==> config.mk <==
export PLATFORM = sky130hd
export DESIGN_NAME = seq_monitor
export DESIGN_NICKNAME = d
export VERILOG_FILES = /design/src/rtl/seq_monitor.sv
export SDC_FILE = /design/constraint.sdc
export NUM_CORES = 1
export LEC_CHECK = 0
export BUFFER_PORTS_ARGS = -buffer_cell sky130_fd_sc_hd__buf_2
export CELL_PAD_IN_SITES_DETAIL_PLACEMENT = 0
export CELL_PAD_IN_SITES_GLOBAL_PLACEMENT = 1
export CORE_MARGIN = 4
export CORE_UTILIZATION = 48
export CTS_BUF_LIST = sky130_fd_sc_hd__clkbuf_4
export CTS_CLUSTER_SIZE = 30
export DETAILED_ROUTE_END_ITERATION = 16
export HOLD_SLACK_MARGIN = 0.02
export PLACE_DENSITY_LB_ADDON = 0.1
export SLEW_MARGIN = 20
export SYNTH_ARGS = -nofsm -noshare
export SYNTH_HDL_FRONTEND = slang
export SYNTH_SLANG_ARGS = --single-unit
==> constraint.sdc <==
create_clock -name clk -period 6.37 [get_ports clk]
set_input_delay 0.3185 -clock clk [delete_from_list [all_inputs] [get_ports clk]]
set_output_delay 0.3185 -clock clk [all_outputs]
set_load 0.01 [all_outputs]
==> src/rtl/seq_monitor.sv <==
// seq_monitor: passive checker for the 6-bit prime/Fibonacci sequence counter.
// Verifies every sample is the legal successor of the previous one and reports errors, wraps and lock.
module seq_monitor #(
  parameter int unsigned ERR_W  = 8,
  parameter int unsigned STEP_W = 8
) (
  input  logic              clk,
  input  logic              rst,
  input  logic              clr,
  input  logic              en,
  input  logic              seq,
  input  logic              ud,
  input  logic [5:0]        cnt,
  output logic              locked,
  output logic              err_pulse,
  output logic              err_sticky,
  output logic              wrap_pulse,
  output logic [ERR_W-1:0]  err_cnt,
  output logic [STEP_W-1:0] step_cnt,
  output logic [5:0]        first_err
);

  localparam int unsigned CW = 6;

  typedef enum logic [1:0] {IDLE, SYNC, TRACK} state_t;

  state_t              state, state_next;
  logic [CW-1:0]       prev_cnt;
  logic                prev_en;
  logic [1:0]          prev_mode;

  logic [CW+1:0]       prev_lu;
  logic [CW-1:0]       expected;
  logic                exp_valid;
  logic                err, step_ok, wrap;
  logic [ERR_W-1:0]    err_base, err_cnt_next;
  logic [STEP_W-1:0]   step_base, step_cnt_next;
  logic                sticky_base, sticky_next;
  logic [CW-1:0]       first_err_next;

  function automatic logic in_set(input logic [CW-1:0] v, input logic fib);
    if (fib)
      return v inside {6'd0, 6'd1, 6'd2, 6'd3, 6'd5, 6'd8, 6'd13, 6'd21, 6'd34, 6'd55};
    return v inside {6'd2, 6'd3, 6'd5, 6'd7, 6'd11, 6'd13, 6'd17, 6'd19, 6'd23, 6'd29, 6'd31};
  endfunction

  // Successor decode: returns {member, wrap, next}.
  function automatic logic [CW+1:0] lookup(input logic [CW-1:0] v, input logic fib,
                                           input logic down);
    logic [CW-1:0] up_v, dn_v;
    logic          wr;
    up_v = '0;
    dn_v = '0;
    wr   = 1'b0;
    if (!fib) begin
      case (v)
        6'd2:    begin up_v = 6'd3;  dn_v = 6'd31; wr = down;  end
        6'd3:    begin up_v = 6'd5;  dn_v = 6'd2;  end
        6'd5:    begin up_v = 6'd7;  dn_v = 6'd3;  end
        6'd7:    begin up_v = 6'd11; dn_v = 6'd5;  end
        6'd11:   begin up_v = 6'd13; dn_v = 6'd7;  end
        6'd13:   begin up_v = 6'd17; dn_v = 6'd11; end
        6'd17:   begin up_v = 6'd19; dn_v = 6'd13; end
        6'd19:   begin up_v = 6'd23; dn_v = 6'd17; end
        6'd23:   begin up_v = 6'd29; dn_v = 6'd19; end
        6'd29:   begin up_v = 6'd31; dn_v = 6'd23; end
        6'd31:   begin up_v = 6'd2;  dn_v = 6'd29; wr = ~down; end
        default: ;
      endcase
    end else begin
      case (v)
        6'd0:    begin up_v = 6'd1;  dn_v = 6'd55; wr = down;  end
        6'd1:    begin up_v = 6'd2;  dn_v = 6'd0;  end
        6'd2:    begin up_v = 6'd3;  dn_v = 6'd1;  end
        6'd3:    begin up_v = 6'd5;  dn_v = 6'd2;  end
        6'd5:    begin up_v = 6'd8;  dn_v = 6'd3;  end
        6'd8:    begin up_v = 6'd13; dn_v = 6'd5;  end
        6'd13:   begin up_v = 6'd21; dn_v = 6'd8;  end
        6'd21:   begin up_v = 6'd34; dn_v = 6'd13; end
        6'd34:   begin up_v = 6'd55; dn_v = 6'd21; end
        6'd55:   begin up_v = 6'd0;  dn_v = 6'd34; wr = ~down; end
        default: ;
      endcase
    end
    return {in_set(v, fib), wr, (down ? dn_v : up_v)};
  endfunction

  // Next state, check result and next counter values.
  always_comb begin
    state_next = state;
    err        = 1'b0;
    step_ok    = 1'b0;
    wrap       = 1'b0;
    prev_lu    = lookup(prev_cnt, prev_mode[1], prev_mode[0]);
    expected   = prev_en ? prev_lu[CW-1:0] : prev_cnt;
    exp_valid  = !prev_en || prev_lu[CW+1];

    case (state)
      IDLE: if (en) state_next = SYNC;
      SYNC: begin
        if (!en)                  state_next = IDLE;
        else if (!in_set(cnt, seq)) err      = 1'b1;
        else                      state_next = TRACK;
      end
      TRACK: begin
        if ({seq, ud} != prev_mode) begin
          state_next = SYNC;
        end else if (!exp_valid || cnt != expected) begin
          err        = 1'b1;
          state_next = SYNC;
        end else begin
          step_ok = prev_en;
          wrap    = prev_en & prev_lu[CW];
          if (!en && !prev_en) state_next = IDLE;
        end
      end
      default: state_next = IDLE;
    endcase

    // clr empties the counters first so a coincident error is still counted.
    err_base       = clr ? '0 : err_cnt;
    step_base      = clr ? '0 : step_cnt;
    sticky_base    = clr ? 1'b0 : err_sticky;
    err_cnt_next   = (err && err_base != '1) ? err_base + ERR_W'(1) : err_base;
    step_cnt_next  = (step_ok && step_base != '1) ? step_base + STEP_W'(1) : step_base;
    sticky_next    = sticky_base | err;
    first_err_next = (err && !sticky_base) ? cnt : (clr ? '0 : first_err);
  end

  always_ff @(posedge clk) begin
    if (rst) begin
      state      <= IDLE;
      prev_cnt   <= '0;
      prev_en    <= 1'b0;
      prev_mode  <= '0;
      locked     <= 1'b0;
      err_pulse  <= 1'b0;
      err_sticky <= 1'b0;
      wrap_pulse <= 1'b0;
      err_cnt    <= '0;
      step_cnt   <= '0;
      first_err  <= '0;
    end else begin
      state      <= state_next;
      prev_cnt   <= cnt;
      prev_en    <= en;
      prev_mode  <= {seq, ud};
      locked     <= (state_next == TRACK);
      err_pulse  <= err;
      err_sticky <= sticky_next;
      wrap_pulse <= wrap;
      err_cnt    <= err_cnt_next;
      step_cnt   <= step_cnt_next;
      first_err  <= first_err_next;
    end
  end

endmodule
==> run summary <==
cell area after layout: 3360 sq um
top_reg_cell synth: dfxtp_1
Clock Latency Late Sink: 0.35 ns
endpoints failing hold: 0
critical path class: register to register
Synth Register Bits: 37
Min Hold Slack: 0.214 ns
Critical Path Sink Type: register
Worst EP arrival: 4.22 ns
fin nets: 441
layout cells sized above 1: 0.179
Core Rows: 29
area share of the largest cell type after synthesis: 0.232
clk_skew: 0.0109 ns
TritonCTS clock tree: built
CTS Root Cell: clkbuf_4
Fin Setup TNS: 0 ns
Top Ports: 38
number of global-route vias before repair: 2,920
Via density: 6.27
DP Cell Count: 493
DP Worst Slack: 2.39 ns
hold_buf cts: 0
DPL Wire Length: 6.11 mm
# resized after CTS: 0
cell area after synthesis: 3190 sq um
core area: 6390 sq um
Max Fclk: 251 MHz
drt wl/cell: 17.2 um
port bufs: 37
unrepaired setup endpoints after global routing: no
DIE AREA: 8020 sq um
fillcell total: 632
register area: 742 sq um
Critical Path Start Type: register
GRT Overall Usage: 0.226
register area share after synthesis: 0.232
Slew @ Worst Pin: 1.03 ns
largest net degree at the start of global routing: 40
Final Wtd Congestion: 0.921
max_cap viols: 0
Worst EP required: 6.60 ns
number of remaining DRC errors: 0
EDFF count, synth: 0
Worst-path clk slew: 0.12 ns
final cell count without fillers: 501
Total Wirelength: 8.62 mm
post-detailed-route count of antenna-violating nets: 0
H-tree levels: 2
Die X: 89.5 um
multi-input logic area: 2180 sq um
CP max FO: 31
Final Critical Period: 3.99 ns
final worst-path cycle share: 0.626
First-pass DRT Iterations: 4
Syn Inst Count: 414
cell taking the most area after synthesis: dfxtp_1
clock buffer depth: 2
DR vias: 3,143
Mapped Nets: 432
diode count: 0
Final Setup Violations: 0
status: complete, no violations
mean post-synth cell area: 7.71 sq um
top cells by count, synth: dfxtp_1, nor2_1, nand2_1
power per cell area: 157 nW/um^2
Initial Util: 0.500
Distinct cells, synth: 88
Max IR drop VDD: 0.126 mV
CTS Sinks: 37
synth warn: 0
async set or reset register ratio after synthesis: 0
cell area after placement: 3280 sq um
Die Span Y: 89.5 um
Leak: 1.29 nW
Max Slew Vio Count: 0
Final WS setup: 2.38 ns
cts bufs inserted: 5
initial DRC count: 128
Area Overhead vs Synth: 5.45%
initial antenna violation count: 0
Min-Delay Path Class: input port to register
Slew Limit Headroom: 0.313
GRT overflow: 0
top post-synthesis cells by area: dfxtp_1, nor2_1, nand2_1
first-pass GRT wire length: 14.3 mm
buffer count from post-CTS setup fixing: 0
flip-flops by register name (all words and copies together) (netlist names):
signal      flops
err_sticky      1
locked          1
prev_en         1
step_cnt        8
prev_mode       2
state           2
prev_cnt        6
err_cnt         8
wrap_pulse      1
first_err       6
err_pulse       1
logic make-up after synthesis:
| group | count (synthesis) | synth area share |
|---|---|---|
| adders and majority gates | 6 | 0.0235 |
| DFF | 37 | 0.232 |
| and+or+nand+nor | 183 | 0.329 |
| muxes | 7 | 0.0227 |
| xor gates and xnor gates | 12 | 0.0329 |
| AOI/OAI and AO/OA | 118 | 0.275 |
| buffers and inverters | 51 | 0.0839 |
where the power goes:
part	switching, mW	internal, mW
registers	0.0137	0.236
logic	0.0690	0.0435
clock network	0.0836	0.0831
layout by cell type (no fill, tap or decap), types with 4 or more instances in the layout:
master,instances
nor2_1,37
clkbuf_4,5
and2_1,4
o211ai_1,8
nor3_1,8
o22ai_1,5
a21oi_1,20
nand4_1,6
a2111oi_0,4
nand2b_1,11
nor3b_1,5
nor2b_1,18
buf_2,37
nand3b_1,4
buf_4,4
inv_1,12
nand2_1,32
mux2i_1,5
a31oi_1,5
dfxtp_1,36
a22o_1,6
xnor2_1,6
nand3_1,13
o21ai_0,18
a31o_2,4
and3_1,6
or3_1,6
ha_1,6
xor2_1,6
critical path: stages (launching register included):
cell	delay (ns)
dfxtp_1	1.02
or4_1	0.41
o22ai_1	0.14
a2111o_1	0.46
a21oi_1	0.18
o2111ai_1	0.16
or4b_4	0.61
nor2_4	0.15
nand4_4	0.20
o311ai_1	0.39
o41ai_1	0.15
worst paths after layout:
path                      from  depth (start not counted)      endpoint  slack, ns
setup / recovery   prev_cnt[0]                         10   step_cnt[6]       2.38
hold / removal              ud                          2  prev_mode[0]       0.21
setup reg to reg   prev_cnt[0]                         10   step_cnt[6]       2.38
hold reg to reg   first_err[1]                          1  first_err[1]       0.48
metrics by stage:
step                      utilization  total power, mW
after global placement          0.514            0.365
final                           0.527            0.529
after CTS                       0.527            0.533
after floorplan                     -            0.343
after detailed placement        0.514            0.366
after global routing            0.527            0.558
cell type report:
cell class	count	share of cell area
inverter	12	0.0134
sequential	37	0.221
multi-input combinational	326	0.649
clock inverter	3	0.0138
clock buffer	5	0.0112
tap	77	0.0286
timing repair buffer	41	0.0640
per-layer routing:
layer | share of wire | global-route usage | vias to the layer above
met5 | 0 | 0 | -
met4 | 0.023 | 0.0853 | 0
met3 | 0.045 | 0.0267 | 15
met2 | 0.50 | 0.385 | 103
met1 | 0.44 | 0.290 | 1474
li1 | - | - | 1551
Power figures use the tool's default switching activity.
